--- config.mk ---
export PLATFORM = sky130hd
export DESIGN_NAME = fp8_div_seq
export DESIGN_NICKNAME = d
export VERILOG_FILES = /design/src/rtl/fp8_pkg.sv /design/src/rtl/fp8_unpack.sv /design/src/rtl/fp8_div_seq.sv
export SDC_FILE = /design/constraint.sdc
export NUM_CORES = 1
export LEC_CHECK = 0
export ABC_AREA = 1
export BUFFER_PORTS_ARGS = -buffer_cell sky130_fd_sc_hd__buf_4
export CAP_MARGIN = 20
export CORE_MARGIN = 4
export CORE_UTILIZATION = 47
export CTS_CLUSTER_SIZE = 10
export DETAILED_ROUTE_END_ITERATION = 12
export GPL_ROUTABILITY_DRIVEN = 0
export HOLD_SLACK_MARGIN = 0.15
export PLACE_DENSITY_LB_ADDON = 0.25
export SLEW_MARGIN = 30
export SYNTH_ARGS = -nofsm -noshare
export SYNTH_HDL_FRONTEND = slang
export SYNTH_SLANG_ARGS = --single-unit
--- constraint.sdc ---
create_clock -name clk -period 5.86 [get_ports clk]
set_input_delay 0.293 -clock clk [delete_from_list [all_inputs] [get_ports clk]]
set_output_delay 0.293 -clock clk [all_outputs]
set_load 0.01 [all_outputs]
--- src/rtl/fp8_pkg.sv ---
// Shared types and constants for the 8-bit minifloat divider.
// Format: 1 sign, EXP_W exponent, MANT_W mantissa bits, biased by BIAS.
package fp8_pkg;

  localparam int EXP_W  = 3;
  localparam int MANT_W = 4;
  localparam int BIAS   = 3;
  localparam int W      = 1 + EXP_W + MANT_W;
  localparam int SIG_W  = MANT_W + 1;

  localparam logic [W-1:0] FP8_ZERO    = 8'h00;
  localparam logic [W-2:0] FP8_MAX_MAG = 7'h7F;

  typedef enum logic [2:0] {
    S_IDLE,
    S_PREP,
    S_DIV,
    S_NORM,
    S_DONE
  } state_t;

  typedef struct packed {
    logic              sign;
    logic signed [5:0] exp;
    logic [SIG_W-1:0]  sig;
    logic              is_zero;
  } fp8_unp_t;

endpackage

--- src/rtl/fp8_unpack.sv ---
// Combinational operand unpack: field split, zero detect, denormal
// normalisation. Ports: i_op (packed operand), o_unp (unpacked fields).
module fp8_unpack
  import fp8_pkg::*;
(
  input  logic [W-1:0] i_op,
  output fp8_unp_t     o_unp
);

  logic [2:0] w_e;
  logic [3:0] w_m;

  assign w_e = i_op[6:4];
  assign w_m = i_op[3:0];

  always_comb begin
    o_unp.sign    = i_op[7];
    o_unp.is_zero = (w_e == 3'd0) && (w_m == 4'd0);
    o_unp.exp     = $signed({3'b000, w_e});
    o_unp.sig     = {1'b1, w_m};
    if (w_e == 3'd0) begin
      // Denormal: shift the leading one up to the hidden-bit
      // position; exponent becomes 1 - shift.
      casez (w_m)
        4'b1???: begin
          o_unp.sig = {w_m, 1'b0};
          o_unp.exp = 6'sd0;
        end
        4'b01??: begin
          o_unp.sig = {w_m[2:0], 2'b00};
          o_unp.exp = -6'sd1;
        end
        4'b001?: begin
          o_unp.sig = {w_m[1:0], 3'b000};
          o_unp.exp = -6'sd2;
        end
        default: begin
          o_unp.sig = 5'b10000;
          o_unp.exp = -6'sd3;
        end
      endcase
    end
  end

endmodule

--- src/rtl/fp8_div_seq.sv ---
// Sequential restoring divider: minifloat (mode=0) or unsigned int (mode=1).
// Ports: clk/rst, in_valid/in_ready/in_a/in_b/mode, out_valid/out_ready/res/div_by_zero.
module fp8_div_seq
  import fp8_pkg::*;
(
  input  logic         clk,
  input  logic         rst,
  input  logic         in_valid,
  output logic         in_ready,
  input  logic [W-1:0] in_a,
  input  logic [W-1:0] in_b,
  input  logic         mode,
  output logic         out_valid,
  input  logic         out_ready,
  output logic [W-1:0] res,
  output logic         div_by_zero
);

  state_t r_state, w_next;

  logic [7:0] r_a, r_b;
  logic       r_mode;
  logic       r_sign;
  logic signed [5:0] r_ea, r_eb;
  logic [4:0] r_sb;
  logic [8:0] r_rem;
  logic [7:0] r_q;
  logic [3:0] r_cnt;
  logic       r_special;
  logic [7:0] r_res;
  logic       r_dz;

  fp8_unp_t w_ua, w_ub;

  fp8_unpack u_unp_a (.i_op(r_a), .o_unp(w_ua));
  fp8_unpack u_unp_b (.i_op(r_b), .o_unp(w_ub));

  logic       w_special, w_sp_dz;
  logic [7:0] w_sp_res;

  always_comb begin
    w_special = 1'b0;
    w_sp_dz   = 1'b0;
    w_sp_res  = FP8_ZERO;
    if (r_mode) begin
      if (r_b == 8'd0) begin
        w_special = 1'b1;
        w_sp_dz   = 1'b1;
        w_sp_res  = 8'hFF;
      end
    end else if (w_ub.is_zero) begin
      w_special = 1'b1;
      w_sp_dz   = 1'b1;
      if (!w_ua.is_zero)
        w_sp_res = {w_ua.sign ^ w_ub.sign, FP8_MAX_MAG};
    end else if (w_ua.is_zero) begin
      w_special = 1'b1;
    end
  end

  // Integer mode shifts dividend bits in from r_q; FP mode keeps the
  // partial remainder in r_rem and shifts it after each trial.
  logic [8:0] w_div, w_part, w_trial, w_keep;
  logic       w_ok;
  logic [3:0] w_last;

  assign w_div   = r_mode ? {1'b0, r_b} : {4'b0000, r_sb};
  assign w_part  = r_mode ? {r_rem[7:0], r_q[7]} : r_rem;
  assign w_trial = w_part - w_div;
  assign w_ok    = ~w_trial[8];
  assign w_keep  = w_ok ? w_trial : w_part;
  assign w_last  = r_mode ? 4'd7 : 4'd5;

  logic signed [5:0] w_qe, w_qe2;
  logic [4:0] w_sig;
  logic [5:0] w_sh;
  logic [3:0] w_den;
  logic [7:0] w_norm;

  always_comb begin
    w_qe  = r_ea - r_eb + $signed(6'(BIAS));
    w_qe2 = r_q[5] ? w_qe : w_qe - 6'sd1;
    w_sig = r_q[5] ? r_q[5:1] : r_q[4:0];
    w_sh  = 6'sd1 - w_qe2;
    w_den = 4'(w_sig >> w_sh);
    w_norm = FP8_ZERO;
    if (w_qe2 > 6'sd7)
      w_norm = {r_sign, FP8_MAX_MAG};
    else if (w_qe2 >= 6'sd1)
      w_norm = {r_sign, w_qe2[2:0], w_sig[3:0]};
    else if (w_den != 4'd0)
      w_norm = {r_sign, 3'b000, w_den};
  end

  always_ff @(posedge clk) begin
    if (rst) r_state <= S_IDLE;
    else     r_state <= w_next;
  end

  always_comb begin
    w_next = r_state;
    unique case (r_state)
      S_IDLE: if (in_valid) w_next = S_PREP;
      // Specials bypass the iteration but still pass through NORM,
      // which is the single point where results become visible.
      S_PREP: w_next = w_special ? S_NORM : S_DIV;
      S_DIV:  if (r_cnt == w_last) w_next = S_NORM;
      S_NORM: w_next = S_DONE;
      S_DONE: if (out_ready) w_next = S_IDLE;
      default: w_next = S_IDLE;
    endcase
  end

  always_ff @(posedge clk) begin
    if (rst) begin
      r_a       <= '0;
      r_b       <= '0;
      r_mode    <= 1'b0;
      r_sign    <= 1'b0;
      r_ea      <= '0;
      r_eb      <= '0;
      r_sb      <= '0;
      r_rem     <= '0;
      r_q       <= '0;
      r_cnt     <= '0;
      r_special <= 1'b0;
      r_res     <= FP8_ZERO;
      r_dz      <= 1'b0;
    end else begin
      unique case (r_state)
        S_IDLE: if (in_valid) begin
          r_a    <= in_a;
          r_b    <= in_b;
          r_mode <= mode;
        end
        S_PREP: begin
          r_sign    <= w_ua.sign ^ w_ub.sign;
          r_ea      <= w_ua.exp;
          r_eb      <= w_ub.exp;
          r_sb      <= w_ub.sig;
          r_rem     <= r_mode ? 9'd0 : {4'b0000, w_ua.sig};
          r_q       <= r_mode ? r_a : 8'd0;
          r_cnt     <= '0;
          r_special <= w_special;
          r_dz      <= w_sp_dz;
          if (w_special) r_res <= w_sp_res;
        end
        S_DIV: begin
          r_rem <= r_mode ? w_keep : {w_keep[7:0], 1'b0};
          r_q   <= {r_q[6:0], w_ok};
          r_cnt <= r_cnt + 4'd1;
        end
        S_NORM: if (!r_special) begin
          r_res <= r_mode ? r_q : w_norm;
        end
        default: ;
      endcase
    end
  end

  assign in_ready    = (r_state == S_IDLE);
  assign out_valid   = (r_state == S_DONE);
  assign res         = r_res;
  assign div_by_zero = r_dz;

endmodule

==> results.py <==
metrics = {
    "detailed_routing": {
        "wl_met1_mm": 4.82,
        "drc": 0,
        "vias_per_cell": 5.45,
        "vias": 4192,
        "wirelength_mm": 10.4,
        "first_iter_violations": 294,
        "drt_pass1_iterations": 5,
        "highest_layer": "met4",
        "wl_met3_um": 337,
        "met2_length_mm": 5.12,
        "wl_per_cell_um": 13.6,
        "antenna_left": 0,
    },
    "global_route": {
        "grt_pass1_vias": 3935,
        "grt_start_max_net_pins": 39,
        "antenna_found_initial": 0,
        "grt_pass1_wl_mm": 17.7,
        "grt_usage_pct": 20.7,
        "gr-total-overflow": 0,
    },
    "synthesis": {
        "syn_avg_cell_area_um2": 6.56,
        "ys_top_cells_by_count": "nand2_1 (152), inv_1 (72), o21ai_0 (70), dfxtp_1 (65), a21oi_1 (55)",
        "synth_most_common_cell": "nand2_1",
        "yosysTopAreaCellShare_pct": 31.3,
        "yosys.area_share.simple_pct": 26.0,
        "mappedNetlistNets": 677,
        "synth_adder_area_share_pct": 6.98,
        "ys_ff_latch": 65,
        "netlist.top_cell.by_area": "dfxtp_1",
        "muxShareOfSynthArea_pct": 0.241,
        "yosysSeqAreaShare_pct": 31.3,
        "synthesis.area_um2": 4160,
        "synthTopCellsByArea": "dfxtp_1 (31%), nand2_1 (14%), o21ai_0 (8.4%), a21oi_1 (6.6%), inv_1 (6.5%)",
        "synth_top_family_by_area": "simple AND/OR/NAND/NOR gates",
        "synth_compound_area_share_pct": 24.1,
        "synthArstFlopShare_pct": 0,
        "synth_ff_type": "dfxtp_1",
        "synth_edf_count": 0,
        "synth-warning-count": 0,
        "syn_inst": 634,
        "synth_cell_types": 43,
        "synth_xor_area_share_pct": 1.48,
    },
    "die": {
        "core_area_um2": 8680,
        "die-width_um": 102,
        "die_y_um": 102,
        "dieArea_um2": 10400,
        "io_pins": 32,
        "num_rows": 34,
        "start_util_pct": 47.9,
    },
    "final_layout": {
        "drive_above_1_share_pct": 11.6,
        "nFillCells": 900,
        "n_antenna_cell": 0,
        "area_delta_synth_final_pct": 12.3,
        "instances_no_fill": 769,
        "nNetsFinal": 699,
    },
    "sta": {
        "fin_setup_tns_ns": 0,
        "fin_skew_ns": 0.0120,
        "worst_pin_slew_ns": 0.779,
        "final-setup-viol-count": 0,
        "finalCritPeriodShare_pct": 68.5,
        "drv_slew": 0,
        "slew_headroom_pct": 47.6,
        "hold_viol": 0,
        "timing.fmax_mhz": 249,
        "rsz0062_at_grt": "no",
        "fin_crit_ns": 4.01,
    },
    "clock_network": {
        "postCtsSetupBuffers": 0,
        "cts_root_buf": "clkbuf_8",
        "numCtsBuffers": 9,
        "postCtsHoldBufs": 0,
        "cts.sinks": 65,
        "cts.path.max_buffers": 2,
        "cts_tree": "yes",
        "htree_levels": 3,
        "clk_pin_slew_worst_paths_ns": 0.08,
        "insertion_delay_ns": 0.34,
        "ctsResizeCount": 0,
    },
    "setup_path": {
        "critPathLaunchType": "flop",
        "cp_data_arrival_time_ns": 4.29,
        "critPathMostFrequentCell": "o21ai_0",
        "worst-setup-path-type": "flop to flop",
        "crit_chain": "clkinv_1, nand2_1, o21ai_0, ha_1, fa_1, o21ai_0, a21oi_1, o21ai_0, a21oi_1, o21bai_1, ha_1, inv_1, o21ai_0, inv_1, o21ai_0, nand2_1, a21oi_1",
        "cpMaxStageDelayCell": "clkinv_1",
        "critical_path.max_stage_delay_ns": 0.60,
        "end_kind": "flop",
        "cp.required_ns": 6.14,
        "path_max_fanout": 28,
        "ff2ff_path_depth": 17,
    },
    "placement": {
        "dp_hpwl_mm": 7.64,
        "dpl.cell_count": 753,
        "io_buffers": 31,
    },
    "worst_hold_path": {
        "hp-class": "primary input to flop",
        "hold_depth": 3,
    },
    "outcome": {
        "status": "completed",
    },
    "job": {
        "maxCapViolations": 0,
    },
}
==> path summary, 6_finish.rpt <==
path            from  endpoint  slack (ns)
max           r_mode  r_rem[4]        1.85
max reg2reg   r_mode  r_rem[4]        1.85
min          in_a[7]    r_a[7]        0.22
min reg2reg   r_sign    r_sign        0.46
==> sequential cells by signal (all words and copies together) (netlist names), 3 cells and up <==
register,flops
r_rem,9
r_a,8
r_b,8
r_q,8
res,8
r_sb,5
r_cnt,4
r_ea,4
r_eb,4
r_state,3
==> per-stage QoR <==
stage / hold WS, ns / worst slack (ns) / instance area [um2] / utilization [%]
3_5_place_dp: 0.448 / 1.91 / 4460 / 51.4
4_1_cts: 0.215 / 1.89 / 4670 / 53.8
6_report: 0.221 / 1.85 / 4670 / 53.8
3_3_place_gp: 0.446 / 2.09 / 4460 / 51.4
5_1_grt: 0.245 / 1.46 / 4670 / 53.8
2_1_floorplan: 0.431 / 2.02 / 4160 / -
==> worst max-delay path, delay by kind of cell (launching register included) <==
| family | cells | cell delay (ns) |
|---|---|---|
| flip-flops | 1 | 0.34 |
| AND/OR/NAND/NOR | 2 | 0.26 |
| AO/OA/AOI/OAI | 9 | 1.51 |
| buffers and inverters | 3 | 0.84 |
| adder cells (fa/ha/maj) | 3 | 1.00 |
==> metal layers <==
metal / GRT usage [%] / vias to the layer above
met1: 26.5 / 1933
met2: 36.0 / 69
li1: - / 2174
met3: 3.48 / 16
met4: 5.65 / 0
met5: 0 / -
==> cell families (layout without fill, tap and decap cells) <==
family | after synthesis | after routing
AOI/OAI and AO/OA | 176 | 176
xor gates and xnor gates | 7 | 7
adders and majority gates | 22 | 22
buffers and inverters | 109 | 136
DFF | 65 | 65
muxes | 1 | 1
and+or+nand+nor | 254 | 254
==> area by class of cell <==
class                      instances  area, um2  area share [%]
multi-input combinational        460       2450            52.4
clock inverter                     6       66.3            1.42
clock buffer                      10        138            2.95
timing repair buffer              35        263            5.63
inverter                          85        319            6.83
tap                              108        135            2.89
sequential                        65       1300            27.9
==> cells in the final DEF (no fill, tap or decap), types with 2 or more instances in the layout <==
cell type   synthesis  final
nand2_1           152    152
inv_1              72     71
o21ai_0            70     70
dfxtp_1            65     65
a21oi_1            55     55
nor2_1             37     37
nand3_1            36     36
buf_4               0     35
ha_1               20     20
a31oi_1            13     13
inv_2               9     10
clkbuf_8            0     10
nand4_1             8      8
o211ai_1            8      8
nand2_2             7      7
nor3_1              6      6
o221ai_1            6      6
xor2_1              5      5
o21ai_1             5      5
clkinv_1            4      4
a211oi_1            3      3
clkinvlp_4          0      3
o21bai_1            2      2
nor2_2              2      2
nor2_4              2      2
xnor2_1             2      2
o22ai_1             2      2
fa_1                2      2
Power is left out: the tool's default activity adds up to more than one toggle a clock period on the data nets, which glitch-free logic cannot reach.
